### src/rtl/booth_ctrl.sv
// booth_ctrl: sequencing controller and register file for a radix-2 Booth
// multiplier. Owns the AC / Q / q-1 / multiplicand registers, drives the
// downstream combinational ALU each iteration and writes its result back.
//
// Ports
//   clk, rst          rising-edge clock, asynchronous active-high reset
//   start             operation request, sampled only in IDLE
//   multiplicand      signed M, captured on the accepting edge
//   multiplier        signed multiplier, captured into Q on the accepting edge
//   busy              high from the cycle after acceptance through DONE
//   done              one-cycle pulse, product valid
//   product           signed 2W-bit {AC,Q}, held until replaced
//   range_err         valid with done: M was -2^(W-1)
//   alu_func/alu_en   ALU function select / enable (00 sub, 01 add, 10 ashr)
//   alu_ac/q/qm1/mcand register contents presented to the ALU
//   alu_valid         ALU result valid
//   alu_out           ALU result (add/sub in [2W:W+1], shift uses full word)
//   alu_err           (BOOTH_ALU_CHECK_EN only) one-cycle abort pulse
//
// Optional feature macro: BOOTH_ALU_CHECK_EN -- abort on alu_en && !alu_valid.
module booth_ctrl #(
  parameter int data_Width = 4
) (
  input  logic                    clk,
  input  logic                    rst,
  input  logic                    start,
  input  logic [data_Width-1:0]   multiplicand,
  input  logic [data_Width-1:0]   multiplier,
  output logic                    busy,
  output logic                    done,
  output logic [2*data_Width-1:0] product,
  output logic                    range_err,
  output logic [1:0]              alu_func,
  output logic                    alu_en,
  output logic [data_Width-1:0]   alu_ac,
  output logic [data_Width-1:0]   alu_q,
  output logic                    alu_qm1,
  output logic [data_Width-1:0]   alu_mcand,
  input  logic                    alu_valid,
  input  logic [2*data_Width:0]   alu_out
`ifdef BOOTH_ALU_CHECK_EN
  ,
  output logic                    alu_err
`endif
);

  localparam int W  = data_Width;
  localparam int CW = $clog2(W + 1);

  localparam logic [1:0] FN_SUB = 2'b00;
  localparam logic [1:0] FN_ADD = 2'b01;
  localparam logic [1:0] FN_SHR = 2'b10;

  typedef enum logic [1:0] {IDLE, ARITH, SHIFT, DONE} state_t;

  state_t           state_q, state_d;
  logic [W-1:0]     ac_q, ac_d;
  logic [W-1:0]     qr_q, qr_d;
  logic             qm1_q, qm1_d;
  logic [W-1:0]     m_q, m_d;
  logic [CW-1:0]    count_q, count_d;
  logic [2*W-1:0]   product_q, product_d;
  logic             rerr_q, rerr_d;

  // Most negative W-bit value: its negation is not representable in AC.
  logic [W-1:0] m_min;
  assign m_min = {1'b1, {(W-1){1'b0}}};

`ifdef BOOTH_ALU_CHECK_EN
  logic alu_err_q, alu_err_d;
  logic abort;
`else
  logic unused_alu_valid;
  assign unused_alu_valid = alu_valid;
`endif

  always_ff @(posedge clk or posedge rst) begin
    if (rst) begin
      state_q   <= IDLE;
      ac_q      <= '0;
      qr_q      <= '0;
      qm1_q     <= 1'b0;
      m_q       <= '0;
      count_q   <= '0;
      product_q <= '0;
      rerr_q    <= 1'b0;
`ifdef BOOTH_ALU_CHECK_EN
      alu_err_q <= 1'b0;
`endif
    end else begin
      state_q   <= state_d;
      ac_q      <= ac_d;
      qr_q      <= qr_d;
      qm1_q     <= qm1_d;
      m_q       <= m_d;
      count_q   <= count_d;
      product_q <= product_d;
      rerr_q    <= rerr_d;
`ifdef BOOTH_ALU_CHECK_EN
      alu_err_q <= alu_err_d;
`endif
    end
  end

  always_comb begin
    state_d   = state_q;
    ac_d      = ac_q;
    qr_d      = qr_q;
    qm1_d     = qm1_q;
    m_d       = m_q;
    count_d   = count_q;
    product_d = product_q;
    rerr_d    = rerr_q;
    alu_func  = FN_SHR;
    alu_en    = 1'b0;

    unique case (state_q)
      IDLE: begin
        if (start) begin
          ac_d    = '0;
          qr_d    = multiplier;
          qm1_d   = 1'b0;
          m_d     = multiplicand;
          count_d = CW'(W);
          rerr_d  = (multiplicand == m_min);
          state_d = ARITH;
        end
      end
      ARITH: begin
        // 00/11 is an idle slot so every iteration takes two cycles.
        unique case ({qr_q[0], qm1_q})
          2'b10: begin
            alu_func = FN_SUB;
            alu_en   = 1'b1;
            ac_d     = alu_out[2*W:W+1];
          end
          2'b01: begin
            alu_func = FN_ADD;
            alu_en   = 1'b1;
            ac_d     = alu_out[2*W:W+1];
          end
          default: ;
        endcase
        state_d = SHIFT;
      end
      SHIFT: begin
        alu_func = FN_SHR;
        alu_en   = 1'b1;
        {ac_d, qr_d, qm1_d} = alu_out;
        count_d  = count_q - CW'(1);
        if (count_q == CW'(1)) begin
          // Capture the post-shift {AC,Q} so product is valid on DONE entry.
          product_d = alu_out[2*W:1];
          state_d   = DONE;
        end else begin
          state_d = ARITH;
        end
      end
      DONE: state_d = IDLE;
      default: state_d = IDLE;
    endcase

`ifdef BOOTH_ALU_CHECK_EN
    abort     = alu_en & ~alu_valid;
    alu_err_d = abort;
    if (abort) begin
      state_d   = IDLE;
      ac_d      = ac_q;
      qr_d      = qr_q;
      qm1_d     = qm1_q;
      m_d       = m_q;
      count_d   = count_q;
      product_d = product_q;
      rerr_d    = rerr_q;
    end
`endif
  end

  assign busy      = (state_q != IDLE);
  assign done      = (state_q == DONE);
  assign range_err = done & rerr_q;
  assign product   = product_q;
  assign alu_ac    = ac_q;
  assign alu_q     = qr_q;
  assign alu_qm1   = qm1_q;
  assign alu_mcand = m_q;
`ifdef BOOTH_ALU_CHECK_EN
  assign alu_err   = alu_err_q;
`endif

endmodule
### config.mk
export PLATFORM = sky130hd
export DESIGN_NAME = booth_ctrl
export DESIGN_NICKNAME = d
export VERILOG_FILES = /design/src/rtl/booth_ctrl.sv
export SDC_FILE = /design/constraint.sdc
export NUM_CORES = 1
export LEC_CHECK = 0
export ABC_AREA = 1
export BUFFER_PORTS_ARGS = -buffer_cell sky130_fd_sc_hd__buf_4
export CAP_MARGIN = 5
export CORE_ASPECT_RATIO = 1.25
export CORE_MARGIN = 5
export CORE_UTILIZATION = 44
export CTS_CLUSTER_SIZE = 14
export DETAILED_ROUTE_END_ITERATION = 6
export GPL_TIMING_DRIVEN = 1
export PLACE_DENSITY = 0.79
export SKIP_LAST_GASP = 1
export SLEW_MARGIN = 5
export SYNTH_ARGS = -nofsm -noshare
export SYNTH_HDL_FRONTEND = slang
export SYNTH_SLANG_ARGS = --single-unit
### constraint.sdc
create_clock -name clk -period 1.2 [get_ports clk]
set_input_delay 0.18 -clock clk [delete_from_list [all_inputs] [get_ports clk]]
set_output_delay 0.18 -clock clk [all_outputs]
set_load 0.02 [all_outputs]
==> results_dict.tcl, run 1 <==
set metrics [dict create \
    antenna_found_initial 0 \
    crit_type "reg2out" \
    outcome "complete, but fails checks" \
    min_from "multiplicand[2]" \
    wl_mm 5.38 \
    skew_ns 0.0160 \
    clock.fmax_ghz 0.610 \
    drcViolationCount 0 \
    overflow 0 \
    io_buffers 46 \
    cts_sinks 27 \
    seq_area_frac_synth 0.488 \
    ys_warn_count 0 \
    syn_area_sq_mm 0.00138 \
    nets 293 \
    track_usage 0.230 \
    finalMaxSlewViolations 0 \
    endpoint_kind "output pin" \
    synth_cell_type_count 16 \
    worst-path-max-fanout 2 \
    tightest_slew_ns 0.387 \
    coreArea_sq_mm 0.00297 \
    arrival_ns 1.46 \
    cts_root_buf "clkbuf_4" \
    reg2reg_depth 11 \
    synth_nets 203 \
    cp-startpoint "alu_q[0]" \
    place_hpwl_mm 2.51 \
    route.vias.total 1523 \
    period_needed_ns 1.64 \
    synth-edff-count 0 \
    period_share 1.37 \
    synth_top_area_frac 0.488 \
    syn_to_final_growth_pct 88.8 \
    drtIter0Drc 86 \
    htreeDepth 1 \
    drtAntennaViolNets 0 \
    avgRoutedWirePerCell_um 18.1 \
    diodes 0 \
    final-hold-violation-count 0 \
    die_h_um 72.7 \
    drv_cap 0 \
    layout-drive-gt1-share 0.579 \
    netlist_top_cells_count "nand2_1 (60), dfrtp_1 (27), inv_1 (26)" \
    ys_top_cells_by_area "dfrtp_1 (49%), nand2_1 (16%), ha_1 (9.0%), inv_1 (7.1%), nand3_1 (5.1%)" \
    yosys.area.top_type "dfrtp_1" \
    yosysMostFrequentCell "nand2_1" \
    synth_ff_type "dfrtp_1" \
    violations "setup timing" \
    setup_slack_ns -0.439 \
    io_pins 48 \
    first_pass_iters 4 \
    startpoint_type "flop" \
    min_path_type "in2reg" \
    synth-seq-cells 27 \
    async_flop_share 1.00 \
    clkTransAtPathRegs_ns 0.17 \
    synth_cells 172 \
    grt_max_degree 20 \
    row_count 22 \
    vdd_drop_max_v 0.00223 \
    dieArea_sq_mm 0.00437 \
    setup_viol 35 \
    syn_avg_cell_area_sq_um 8.05 \
    required_ns 1.02 \
    timing.hold.ws_ns 0.0498 \
    power.density_mw_per_mm2 3120 \
    gp_congestion 0.820 \
    reg2reg_from "state_q[0]" \
    p_leak_uw 0.00134 \
    clock_path_buffers 2 \
    finalPower_uw 8150 \
    max_slew_margin 0.741 \
    clkLatencyLatePin_ns 0.36 \
    via_per_inst 5.13 \
    grt_pass1_vias 1618 \
    rsz0062_at_grt "yes" \
    cts_tree "yes" \
    cts_inserted_buffers 3 \
    grt_pass1_wl_mm 7.65 \
    start_util 0.465 \
    min_path_cells 3 \
    fp.dieW_um 60.2 \
]
[cell type report]
cell class	instances	area [sq um]
Multi-Input combinational cell	117	938
Tap cell	36	45.0
Fill cell	142	360
Clock buffer	3	22.5
Inverter	27	116
Clock inverter	1	8.76
Sequential cell	27	679
Timing Repair Buffer	86	802
[critical path, stage by stage, from the launching register on]
cell and delay [ns]:
dfrtp_2 0.44, inv_2 0.07, ha_4 0.21, inv_4 0.06
nand2_2 0.05, a21boi_4 0.12, buf_6 0.13
[per-stage QoR]
step / setup WS (ns) / cell area [sq um] / util / std cells / TNS, ns
2_1_floorplan: -0.0446 / 1450 / - / 172 / -0.246
3_3_place_gp: -0.0867 / 1950 / 0.654 / 264 / -1.50
3_5_place_dp: -0.134 / 1950 / 0.654 / 264 / -2.19
4_1_cts: -0.401 / 2380 / 0.800 / 289 / -4.22
5_1_grt: -0.516 / 2610 / 0.879 / 297 / -9.90
6_report: -0.439 / 2610 / 0.879 / 297 / -8.14
[layout by cell type (no fill, tap or decap), drive strengths merged]
master,count
buf,85
nand2,64
inv,28
dfrtp,27
o21ai,16
nand3,16
ha,10
nor2,8
clkbuf,3
a21oi,2
a21boi,1
dlygate4sd3,1
[timing repair]
item / CTS / global route
buffers inserted: 17 / 12
endpoints found under the setup margin: 35 / 35
endpoints found under the hold margin: 8 / 0
gates cloned: 4 / 0
resized for setup: 66 / 49
hold buffers: 1 / 0
pin swaps: 20 / 24
[report_power, final]
part | leakage [uW] | switching, uW | total [uW] | internal, uW
Combinational | 0.000995 | 3140 | 6030 | 2890
Clock | 0.0000183 | 313 | 450 | 137
Sequential | 0.000330 | 316 | 1670 | 1350
Total | 0.00134 | 3770 | 8150 | 4380
[worst paths after layout]
path                                 to  slack, ns
hold / removal             alu_mcand[2]       0.05
setup reg to reg             count_q[2]      -0.39
min in group asynchronous    product[7]       0.33
hold reg to reg               alu_ac[3]       0.51
max in group asynchronous    state_q[1]       0.41
setup / recovery                 alu_en      -0.44
[sequential cells by signal (all words and copies together) (netlist names)]
register and cells:
alu_q 4, state_q 2, rerr_q 1, product 8, count_q 3, alu_mcand 4, alu_ac 4, alu_qm1 1
[cells by family after synthesis]
kind of cell	after synthesis	share of synthesized area
adders and majority gates	10	0.0904
AOI/OAI and AO/OA	19	0.0705
and+or+nand+nor	85	0.259
DFF	27	0.488
buffers and inverters	31	0.0922
[layer usage]
metal,GRT usage,share of wire
met1,0.269,0.39
met2,0.405,0.53
met3,0.0407,0.059
met4,0.0961,0.023
met5,0,0
Power figures use the tool's default switching activity.
==> run 2: changes to the inputs <==
--- a/config.mk
+++ b/config.mk
@@ -13,7 +13,7 @@
 export CORE_UTILIZATION = 44
 export CTS_CLUSTER_SIZE = 14
 export DETAILED_ROUTE_END_ITERATION = 6
-export GPL_TIMING_DRIVEN = 1
+export GPL_TIMING_DRIVEN = 0
 export PLACE_DENSITY = 0.79
 export SKIP_LAST_GASP = 1
 export SLEW_MARGIN = 5
==> results_dict.tcl, run 2 (synthesis results as in run 1) <==
set metrics [dict create \
    violations "setup timing" \
    arrival_ns 1.50 \
    required_ns 1.02 \
    start_util 0.465 \
    syn_to_final_growth_pct 68.4 \
    dieArea_sq_mm 0.00437 \
    period_share 1.40 \
    rsz0062_at_grt "yes" \
    cts_tree "yes" \
    fp.dieW_um 60.2 \
    drtAntennaViolNets 0 \
    cts_hold_buf 0 \
    cp-startpoint "state_q[1]" \
    largest_reg_flops 8 \
    busiest_layer "met2" \
    coreArea_sq_mm 0.00297 \
    period_needed_ns 1.68 \
    vdd_drop_max_v 0.00188 \
    ff2ff_setup_slack_ns -0.39 \
    clkLatencyLatePin_ns 0.34 \
    final_util 0.784 \
    cts_sinks 27 \
    io_pins 48 \
    wl_mm 4.56 \
    reg2reg_depth 10 \
    row_count 22 \
    htreeDepth 1 \
    grt_use_met1 0.238 \
    cts_inserted_buffers 3 \
    layout_common_cells "buf_4 (56), nand2_1 (49), dfrtp_1 (24)" \
    place_hpwl_mm 2.49 \
    tns_ns -8.51 \
    drtIter0Drc 50 \
    antenna_found_initial 0 \
    max_slew_margin 0.342 \
    clkTransAtPathRegs_ns 0.14 \
    setup_slack_ns -0.481 \
    stdcell_count 285 \
    reg2reg_from "state_q[1]" \
    crit_type "reg2out" \
    r2r_end "state_q[1]" \
    grt_max_degree 28 \
    die_h_um 72.7 \
    place_inst 254 \
    grtUsageMet2 0.373 \
    startpoint_type "flop" \
    setup_viol 35 \
    seqCellArea_sq_um 679 \
    diodes 0 \
    gp_congestion 0.767 \
    num-fill-cells 196 \
    drcViolationCount 0 \
    via_per_inst 5.07 \
    first_pass_iters 4 \
    min_path_type "in2reg" \
    track_usage 0.209 \
    io_buffers 46 \
    grt_pass1_vias 1474 \
    tightest_slew_ns 0.986 \
    cp_cell_sequence "inv_4, ha_2, nand2_2, a21boi_4, buf_6" \
    cts_root_buf "clkbuf_4" \
    avgRoutedWirePerCell_um 16.0 \
    grtUsageMet3 0.0319 \
    overflow 0 \
    final-hold-violation-count 0 \
    skew_ns 0.00313 \
    max_stage_delay_ns 0.49 \
    crit_end "alu_en" \
    clock.fmax_ghz 0.595 \
    endpoint_kind "output pin" \
    finalMaxSlewViolations 0 \
    p_leak_uw 0.00125 \
    mostFrequentLayoutCell "buf_4" \
    clock_path_buffers 2 \
    worst-path-max-fanout 4 \
    grt_pass1_wl_mm 6.87 \
    multi_input_area_sq_um 823 \
    outcome "complete, but fails checks" \
    drv_cap 0 \
    power.density_mw_per_mm2 3050 \
    route.vias.total 1446 \
    cp_slowest_cell "dfrtp_2" \
    nets 281 \
    layout-drive-gt1-share 0.522 \
]
[run 2: cell type report]
cell class                      instances  area share
Clock buffer                            3     0.00967
Multi-Input combinational cell        115       0.353
Tap cell                               36      0.0193
Inverter                               27      0.0456
Clock inverter                          1     0.00322
Buffer                                  4      0.0193
Timing Repair Buffer                   72       0.258
Sequential cell                        27       0.292
[run 2: stage by stage]
stage | area (sq um) | hold slack (ns) | worst slack (ns) | total power (uW)
finish | 2330 | 0.0478 | -0.481 | 7100
global route | 2330 | 0.0594 | -0.539 | 7570
CTS | 2180 | 0.0488 | -0.442 | 6330
detailed placement | 1840 | 0.393 | -0.216 | 4860
global placement | 1840 | 0.387 | -0.197 | 4780
floorplan | 1450 | 0.233 | -0.0446 | 3750
[run 2: worst max-delay path: cells and delay by family, from the launching register on]
kind | cells | cell delay (ns)
AO/OA/AOI/OAI | 1 | 0.15
flip-flops | 1 | 0.49
AND/OR/NAND/NOR | 1 | 0.08
buffers and inverters | 2 | 0.23
adder cells (fa/ha/maj) | 1 | 0.20
[run 2: routing by layer]
layer / routed length, um / up-vias
met4: 179 / 0
met2: 2400 / 63
met5: 0 / -
met3: 319 / 14
met1: 1650 / 678
li1: - / 691
[run 2: where the power goes]
part / internal, uW / switching (uW)
logic: 2330 / 2720
registers: 1350 / 288
clock network: 128 / 279
total: 3810 / 3290
[run 2: worst min path at each step]
stage	slack [ns]	cells after the start	startpoint	end
floorplan	0.23	1	rst	alu_ac[0]
global route	0.06	3	multiplicand[3]	alu_mcand[3]
detailed placement	0.39	3	multiplicand[3]	alu_mcand[3]
global placement	0.39	3	multiplicand[0]	alu_mcand[0]
finish	0.05	3	multiplicand[0]	alu_mcand[0]
CTS	0.05	3	multiplicand[0]	alu_mcand[0]
[run 2: timing repair]
action	in CTS	in global routing
pin swaps	13	8
buffers inserted	15	9
resized for setup	46	28
gates cloned	4	0
endpoints found under the setup margin	33	35
==> run 3: changes to the inputs <==
--- a/config.mk
+++ b/config.mk
@@ -10,11 +10,11 @@
 export CAP_MARGIN = 5
 export CORE_ASPECT_RATIO = 1.25
 export CORE_MARGIN = 5
-export CORE_UTILIZATION = 44
+export CORE_UTILIZATION = 45
 export CTS_CLUSTER_SIZE = 14
 export DETAILED_ROUTE_END_ITERATION = 6
 export GPL_TIMING_DRIVEN = 0
-export PLACE_DENSITY = 0.79
+export PLACE_DENSITY = 0.78
 export SKIP_LAST_GASP = 1
 export SLEW_MARGIN = 5
 export SYNTH_ARGS = -nofsm -noshare
==> constraint.sdc (replaced) <==
create_clock -name clk -period 1.85 [get_ports clk]
set_input_delay 0.2775 -clock clk [delete_from_list [all_inputs] [get_ports clk]]
set_output_delay 0.2775 -clock clk [all_outputs]
set_load 0.02 [all_outputs]
==> results_dict.tcl, run 3 (synthesis results as in run 1) <==
set metrics [dict create \
    period_share 0.973 \
    setup_slack_ns 0.0498 \
    final-hold-violation-count 0 \
    tightest_slew_ns 0.984 \
    layout-drive-gt1-share 0.328 \
    grt_max_degree 28 \
    arrival_ns 1.52 \
    grt_pass1_vias 1217 \
    diodes 0 \
    gp_congestion 0.737 \
    clkTransAtPathRegs_ns 0.13 \
    wl_met3_um 225 \
    coreArea_sq_mm 0.00295 \
    die_h_um 72 \
    cts_sinks 27 \
    row_count 22 \
    largest_reg_flops 8 \
    place_hpwl_mm 2.32 \
    antenna_found_initial 0 \
    min_path_type "in2reg" \
    drv_cap 0 \
    drcViolationCount 0 \
    fp.dieW_um 59.6 \
    cts_hold_buf 0 \
    io_buffers 46 \
    post-place-ws_ns 0.0896 \
    mostFrequentLayoutCell "nand2_1" \
    start_util 0.470 \
    period_needed_ns 1.80 \
    track_usage 0.160 \
    skew_ns 0.00176 \
    htreeDepth 1 \
    cts_root_buf "clkbuf_4" \
    endpoint_kind "output pin" \
    wl_mm 3.23 \
    avgRoutedWirePerCell_um 12.0 \
    finalMaxSlewViolations 0 \
    vdd_drop_max_v 0.000984 \
    first_pass_iters 4 \
    layout_common_cells "nand2_1 (60), buf_4 (55), dfrtp_1 (26)" \
    p_leak_uw 0.00112 \
    startpoint_type "flop" \
    drtAntennaViolNets 0 \
    final_util 0.657 \
    nets 264 \
    required_ns 1.57 \
    via_per_inst 4.71 \
    num-fill-cells 249 \
    wl_met1_mm 1.31 \
    route.vias.total 1261 \
    topRoutingLayerUsed "met4" \
    power.density_mw_per_mm2 1840 \
    finalPower_uw 3560 \
    worst-path-max-fanout 4 \
    drtIter0Drc 41 \
    crit_type "reg2out" \
    setup_viol 0 \
    outcome "finished clean" \
    clock.fmax_ghz 0.555 \
    cts_inserted_buffers 3 \
    cts_tree "yes" \
    clkLatencyLatePin_ns 0.32 \
    clock_path_buffers 2 \
    wl_met2_mm 1.62 \
    syn_to_final_growth_pct 39.9 \
    grt_pass1_wl_mm 5.27 \
    dieArea_sq_mm 0.00429 \
    io_pins 48 \
    overflow 0 \
    max_slew_margin 0.343 \
]
[run 3: cell count changes in the layout (fill, tap and decap cells not counted), moves of 5 or more]
cell / change
buf_6: -17
nand2_1: +11
nand3_2: -5
nand3_1: +6
nand2_2: -7
o21ai_0: +6
ha_1: +5
[run 3: layout make-up]
| cell class | count | area (sq um) | area share |
|---|---|---|---|
| Clock buffer | 4 | 26.3 | 0.0136 |
| Buffer | 3 | 21.3 | 0.0110 |
| Multi-Input combinational cell | 114 | 629 | 0.325 |
| Timing Repair Buffer | 57 | 435 | 0.225 |
| Sequential cell | 27 | 677 | 0.350 |
| Tap cell | 36 | 45.0 | 0.0233 |
| Inverter | 27 | 101 | 0.0524 |
[run 3: path summary, 6_finish.rpt]
check                                     start      endpoint  slack, ns  depth (start not counted)
max in group asynchronous                   rst    state_q[1]       1.02                          2
worst min register to register        alu_ac[2]     alu_ac[2]       0.50                          2
worst min-delay path            multiplicand[3]  alu_mcand[3]       0.15                          3
worst max-delay path                 state_q[0]        alu_en       0.05                          5
worst max register to register       state_q[1]    product[7]       0.41                          6
min in group asynchronous                   rst    product[1]       0.17                          2
[run 3: through the flow]
stage / area [sq um] / hold slack, ns / std cells / TNS, ns
finish: 1940 / 0.153 / 268 / 0
global route: 1940 / 0.148 / 268 / -0.0117
CTS: 1880 / 0.150 / 265 / 0
detailed placement: 1770 / 0.468 / 254 / 0
global placement: 1770 / 0.456 / 254 / 0
floorplan: 1380 / 0.330 / 172 / 0
[run 3: critical path, stage by stage, from the launching register on]
cell and delay [ns]:
dfrtp_1 0.41, inv_2 0.09, buf_6 0.13, ha_4 0.26, a21boi_4 0.18, buf_6 0.13
[run 3: routing by layer]
layer	vias up	global-route usage
li1	647	-
met3	7	0.0391
met2	35	0.267
met4	0	0.0690
met5	-	0
met1	572	0.192
[run 3: where the power goes]
part           leakage [uW]  switching (uW)  internal [uW]
logic              0.000770            1280            996
registers          0.000332             160            873
clock network     0.0000150             163           84.5
[run 3: timing repair]
item,4_1_cts,5_1_grt
setup buffers,7,4
pin swaps,0,2
cloned,0,0
gates resized for setup,7,6
endpoints found under the hold margin,0,0
endpoints found under the setup margin,1,1
